File: src/rtl/lc3b_mem_arbiter.sv
// Two-port to one-port memory arbiter for the LC-3b core: one transaction at a time, round-robin between ports.
// Define ARB_FIXED_PRIO_EN to make port B (data) always win simultaneous requests.
module lc3b_mem_arbiter #(
  parameter int ADDR_W = 16,
  parameter int DATA_W = 16
) (
  input  logic                clk,
  input  logic                rst,
  input  logic                a_read,
  input  logic                a_write,
  input  logic [ADDR_W-1:0]   a_address,
  input  logic [DATA_W-1:0]   a_wdata,
  input  logic [DATA_W/8-1:0] a_byte_enable,
  output logic                a_resp,
  output logic [DATA_W-1:0]   a_rdata,
  input  logic                b_read,
  input  logic                b_write,
  input  logic [ADDR_W-1:0]   b_address,
  input  logic [DATA_W-1:0]   b_wdata,
  input  logic [DATA_W/8-1:0] b_byte_enable,
  output logic                b_resp,
  output logic [DATA_W-1:0]   b_rdata,
  output logic                mem_read,
  output logic                mem_write,
  output logic [ADDR_W-1:0]   mem_address,
  output logic [DATA_W-1:0]   mem_wdata,
  output logic [DATA_W/8-1:0] mem_byte_enable,
  input  logic                mem_resp,
  input  logic [DATA_W-1:0]   mem_rdata
);

  localparam int BE_W = DATA_W / 8;

  localparam logic [0:0] ST_IDLE = 1'b0;
  localparam logic [0:0] ST_BUSY = 1'b1;
  localparam logic [0:0] PORT_A  = 1'b0;
  localparam logic [0:0] PORT_B  = 1'b1;
  localparam logic [0:0] OP_RD   = 1'b0;
  localparam logic [0:0] OP_WR   = 1'b1;

  logic [0:0]        state_q, state_d;
  logic [0:0]        owner_q, owner_d;
  logic [0:0]        last_grant_q, last_grant_d;
  logic [0:0]        op_q, op_d;
  logic [ADDR_W-1:0] addr_q, addr_d;
  logic [DATA_W-1:0] wdata_q, wdata_d;
  logic [BE_W-1:0]   mask_q, mask_d;

  logic req_a, req_b, grant_b, busy;

  assign req_a = a_read | a_write;
  assign req_b = b_read | b_write;
  assign busy  = (state_q == ST_BUSY);

`ifdef ARB_FIXED_PRIO_EN
  assign grant_b = req_b;
`else
  // B wins only when A is idle or A was served last; reset leaves last_grant at B.
  assign grant_b = req_b & (~req_a | (last_grant_q == PORT_A));
`endif

  always_comb begin
    // NOTE: every next-state signal gets a default first so no path infers a latch.
    state_d      = state_q;
    owner_d      = owner_q;
    last_grant_d = last_grant_q;
    op_d         = op_q;
    addr_d       = addr_q;
    wdata_d      = wdata_q;
    mask_d       = mask_q;
    case (state_q)
      ST_IDLE: begin
        if (req_a | req_b) begin
          state_d      = ST_BUSY;
          owner_d      = grant_b ? PORT_B : PORT_A;
          last_grant_d = grant_b ? PORT_B : PORT_A;
          // Write wins when a requester raises both strobes.
          op_d         = (grant_b ? b_write : a_write) ? OP_WR : OP_RD;
          addr_d       = grant_b ? b_address : a_address;
          wdata_d      = grant_b ? b_wdata : a_wdata;
          mask_d       = grant_b ? b_byte_enable : a_byte_enable;
        end
      end
      default: begin
        if (mem_resp) state_d = ST_IDLE;
      end
    endcase
  end

  // NOTE: sequential state uses non-blocking assignments so all registers update together.
  always_ff @(posedge clk or posedge rst) begin
    if (rst) begin
      state_q      <= ST_IDLE;
      owner_q      <= PORT_A;
      last_grant_q <= PORT_B;
      op_q         <= OP_RD;
      addr_q       <= '0;
      wdata_q      <= '0;
      mask_q       <= '1;
    end else begin
      state_q      <= state_d;
      owner_q      <= owner_d;
      last_grant_q <= last_grant_d;
      op_q         <= op_d;
      addr_q       <= addr_d;
      wdata_q      <= wdata_d;
      mask_q       <= mask_d;
    end
  end

  assign mem_read        = busy & (op_q == OP_RD);
  assign mem_write       = busy & (op_q == OP_WR);
  assign mem_address     = addr_q;
  assign mem_wdata       = wdata_q;
  assign mem_byte_enable = mask_q;

  assign a_resp  = busy & mem_resp & (owner_q == PORT_A);
  assign b_resp  = busy & mem_resp & (owner_q == PORT_B);
  assign a_rdata = mem_rdata;
  assign b_rdata = mem_rdata;

endmodule

File: config.mk
export PLATFORM = sky130hd
export DESIGN_NAME = lc3b_mem_arbiter
export DESIGN_NICKNAME = d
export VERILOG_FILES = /design/src/rtl/lc3b_mem_arbiter.sv
export SDC_FILE = /design/constraint.sdc
export NUM_CORES = 1
export LEC_CHECK = 0
export ABC_CLOCK_PERIOD_IN_PS = 2150
export CORE_UTILIZATION = 35
export CTS_BUF_LIST = sky130_fd_sc_hd__clkbuf_8 sky130_fd_sc_hd__clkbuf_16
export DETAILED_ROUTE_END_ITERATION = 10
export PLACE_DENSITY = 0.88
export SLEW_MARGIN = 25
export SYNTH_ARGS = -nofsm -noshare
export SYNTH_HDL_FRONTEND = slang
export SYNTH_SLANG_ARGS = --single-unit
File: constraint.sdc
create_clock -name clk -period 2.15 [get_ports clk]
set_input_delay 0.43 -clock clk [delete_from_list [all_inputs] [get_ports clk]]
set_output_delay 0.43 -clock clk [all_outputs]
set_load 0.005 [all_outputs]
==> Implementation_results.wiki <==
{| class="wikitable"
! Metric !! Value
|-
| Maximum capacitance violations || 0
|-
| Violation count after the first detailed-route iteration || 85
|-
| Clock sink count || 38
|-
| # DRC || 0
|-
| Port buffer count || 112
|-
| Syn Std Cell Area || 2320 sq um
|-
| Number of global-route vias before repair || 2263
|-
| Via-per-instance ratio || 5.78
|-
| Setup repair after global routing missed its margin || false
|-
| Largest net degree at the start of global routing || 39
|-
| Combinational power share || 0.397
|-
| Final setup skew || 0.00348 ns
|-
| Leakage power total || 1.25 nW
|-
| Count of flip-flops with a built-in enable after synthesis || 0
|-
| Global placement routability congestion || 0.777
|-
| Clock Pin Slew Worst Setup and Hold Paths || 0.07 ns
|-
| Total Negative Setup Slacks || 0 ns
|-
| Sort of element at the end of the critical path || output port
|-
| Number of nets still failing antenna checks after routing || 0
|-
| Fraction of layout instances using a drive strength above 1 || 0.118
|-
| Die boundary width || 83.5 um
|-
| Buffer count from post-CTS setup fixing || 0
|-
| Setup slack after layout || 0.113 ns
|-
| Clock latency reported for the late side of the worst-skew pair || 0.28 ns
|-
| Power dissipated by switching net loads || 0.728 mW
|-
| All-layer global routing usage || 0.205
|-
| Most frequent standard cell in the layout excluding fill and tap cells || clkdlybuf4s50_1
|-
| Fraction of registers with async set/reset || 1.00
|-
| Synthesized instance count || 221
|-
| First-pass GRT wire length || 11300 um
|-
| Area of the die || 6970 sq um
|-
| Worst IR Drop VDD || 0.301 mV
|-
| Final critical path time including I/O delays and setup || 2.04 ns
|-
| Internal power summed over all cells || 1.76 mW
|-
| Total wirelength of the detailed-routed design || 7010 um
|-
| Maximum buffer depth of the clock tree || 2
|-
| Prevailing post-synth register cell || dfrtp_1
|-
| CTS tree || built
|-
| Clock Tree Root || clkbuf_8
|-
| Count of cell types in the netlist || 24
|-
| HPWL after detailed placement || 4880 um
|-
| Run status || completed
|-
| Synthesized area divided by synthesized cell count || 10.5 sq um
|-
| DR WL/cell || 18.8 um
|-
| Dpl ws || 0.0577 ns
|-
| Share of the cycle needed by the critical path after routing || 0.947
|-
| Total congestion overflow || 0
|-
| Switching part of the total || 0.293
|-
| Data required time of the worst path || 1.72 ns
|-
| Core area || 6390 sq um
|-
| Number of flip-flops and latches in the synthesized netlist || 38
|-
| Kind of start point of the critical path || input pin
|-
| Transition time at the pin with the least slew margin || 0.493 ns
|-
| Final-report max-slew violation count || 0
|-
| CTS hold repair buffers || 0
|-
| Most frequent cells in the layout || clkdlybuf4s50_1, o21ai_0, a2bb2oi_1, dfrtp_1, a311oi_1
|-
| Worst slew margin relative to its limit || 0.672
|-
| Hold Fails Final Rpt || 0
|-
| Ant. Diodes || 0
|-
| Critical path arrival || 1.61 ns
|-
| TritonCTS Buffers || 5
|-
| Kind of critical path || in -> out
|-
| Detailed-route via count || 2157
|-
| F_max || 491 MHz
|-
| Clock network fraction of total power || 0.201
|-
| Sequential share of power || 0.403
|-
| Area delta synth->final || 45.0%
|-
| Yosys Warn Count || 0
|-
| Total number of H-tree levels || 2
|-
| Effective utilization at floorplan || 0.364
|-
| Number of detailed-routing iterations run before antenna repair || 4
|-
| Post-route standard cell area excluding fillers || 3370 sq um
|-
| Total I/O pin count || 161
|-
| Syn nets || 312
|-
| Initial antenna violation count || 0
|-
| Areal power density over the cells || 738 nW/um^2
|-
| Overall die height || 83.5 um
|-
| Standard-cell rows || 29
|-
| Seq/Total Area, Yosys || 0.411
|-
| Final setup violating endpoints || 0
|-
| Number of nets in the final layout || 386
|-
| Cell area after placement || 3280 sq um
|-
| Critical path fanouts, max || 3
|-
| Quantity of gates resized following cts || 0
|-
| Type of the worst min-delay path || reg -> reg
|}
-- flip-flops by register name (all words and copies together), names as in the netlist --
signal	count
mem_byte_enable	2
last_grant_q	1
owner_q	1
mem_wdata	16
busy	1
op_q	1
mem_address	16
-- final cells by class --
class / count / area, sq um
Clock buffer: 6 / 82.6
Inverter: 1 / 3.75
Sequential cell: 38 / 956
Timing Repair Buffer: 124 / 1250
Fill cell: 596 / 3010
Multi-Input combinational cell: 125 / 977
Tap cell: 77 / 96.3
Clock inverter: 2 / 7.51
-- stage by stage --
step	std cells	util	power, mW	hold slack [ns]
after floorplan	221	-	1.44	0.486
after global placement	365	0.514	1.97	0.494
after detailed placement	365	0.514	2.00	0.500
after CTS	373	0.528	2.51	0.511
after global routing	373	0.528	2.64	0.526
final	373	0.528	2.49	0.511
-- worst max-delay path, cell delays in order --
cell and delay [ns]:
clkdlybuf4s50_1 0.49, and3_1 0.17, clkdlybuf4s50_1 0.51
-- power groups by stage --
stage,registers [mW],clock network [mW],logic [mW]
3_3_place_gp,1.00,0,0.963
2_1_floorplan,0.993,0,0.448
5_1_grt,1.02,0.560,1.06
4_1_cts,1.00,0.518,0.996
3_5_place_dp,1.00,0,0.995
6_report,1.00,0.499,0.987
-- cells by family after synthesis --
| family | Yosys count | synth area share |
|---|---|---|
| simple gates | 13 | 0.0350 |
| mux | 1 | 0.00431 |
| buf+inv | 58 | 0.175 |
| compound gates | 111 | 0.375 |
| flops | 38 | 0.411 |
-- path summary, 6_finish.rpt --
kind / start / endpoint / slack (ns) / cells past startpoint
worst min register to register: mem_byte_enable[0]$_DFFE_PP1P_ / mem_byte_enable[0]$_DFFE_PP1P_ / 0.51 / 1
worst max register to register: busy$_DFF_PP0_ / mem_address[5]$_DFFE_PP0P_ / 0.53 / 4
min in group asynchronous: rst / mem_address[3]$_DFFE_PP0P_ / 0.57 / 3
max in group asynchronous: rst / mem_byte_enable[1]$_DFFE_PP1P_ / 1.22 / 3
worst min-delay path: mem_byte_enable[0]$_DFFE_PP1P_ / mem_byte_enable[0]$_DFFE_PP1P_ / 0.51 / 1
worst max-delay path: mem_resp / b_resp / 0.11 / 3
-- layer usage --
metal / wire length (um) / up-vias / global-route usage
li1: - / 978 / -
met1: 2820 / 1060 / 0.240
met2: 3570 / 99 / 0.361
met3: 460 / 20 / 0.0435
met4: 157 / 0 / 0.0878
met5: 0 / - / 0
-- Yosys cell counts (2+ instances only) --
library cell	n	share of area
a2bb2oi_1	34	0.13
a311oi_1	27	0.10
a311oi_2	7	0.045
buf_2	8	0.017
buf_4	32	0.10
buf_6	8	0.039
clkbuf_1	9	0.015
dfrtp_1	35	0.38
dfstp_2	3	0.034
nand2_1	3	0.0048
nor2_1	3	0.0048
nor2b_1	2	0.0054
o21ai_0	39	0.084
Note: power is estimated with default switching activity, not from simulation.
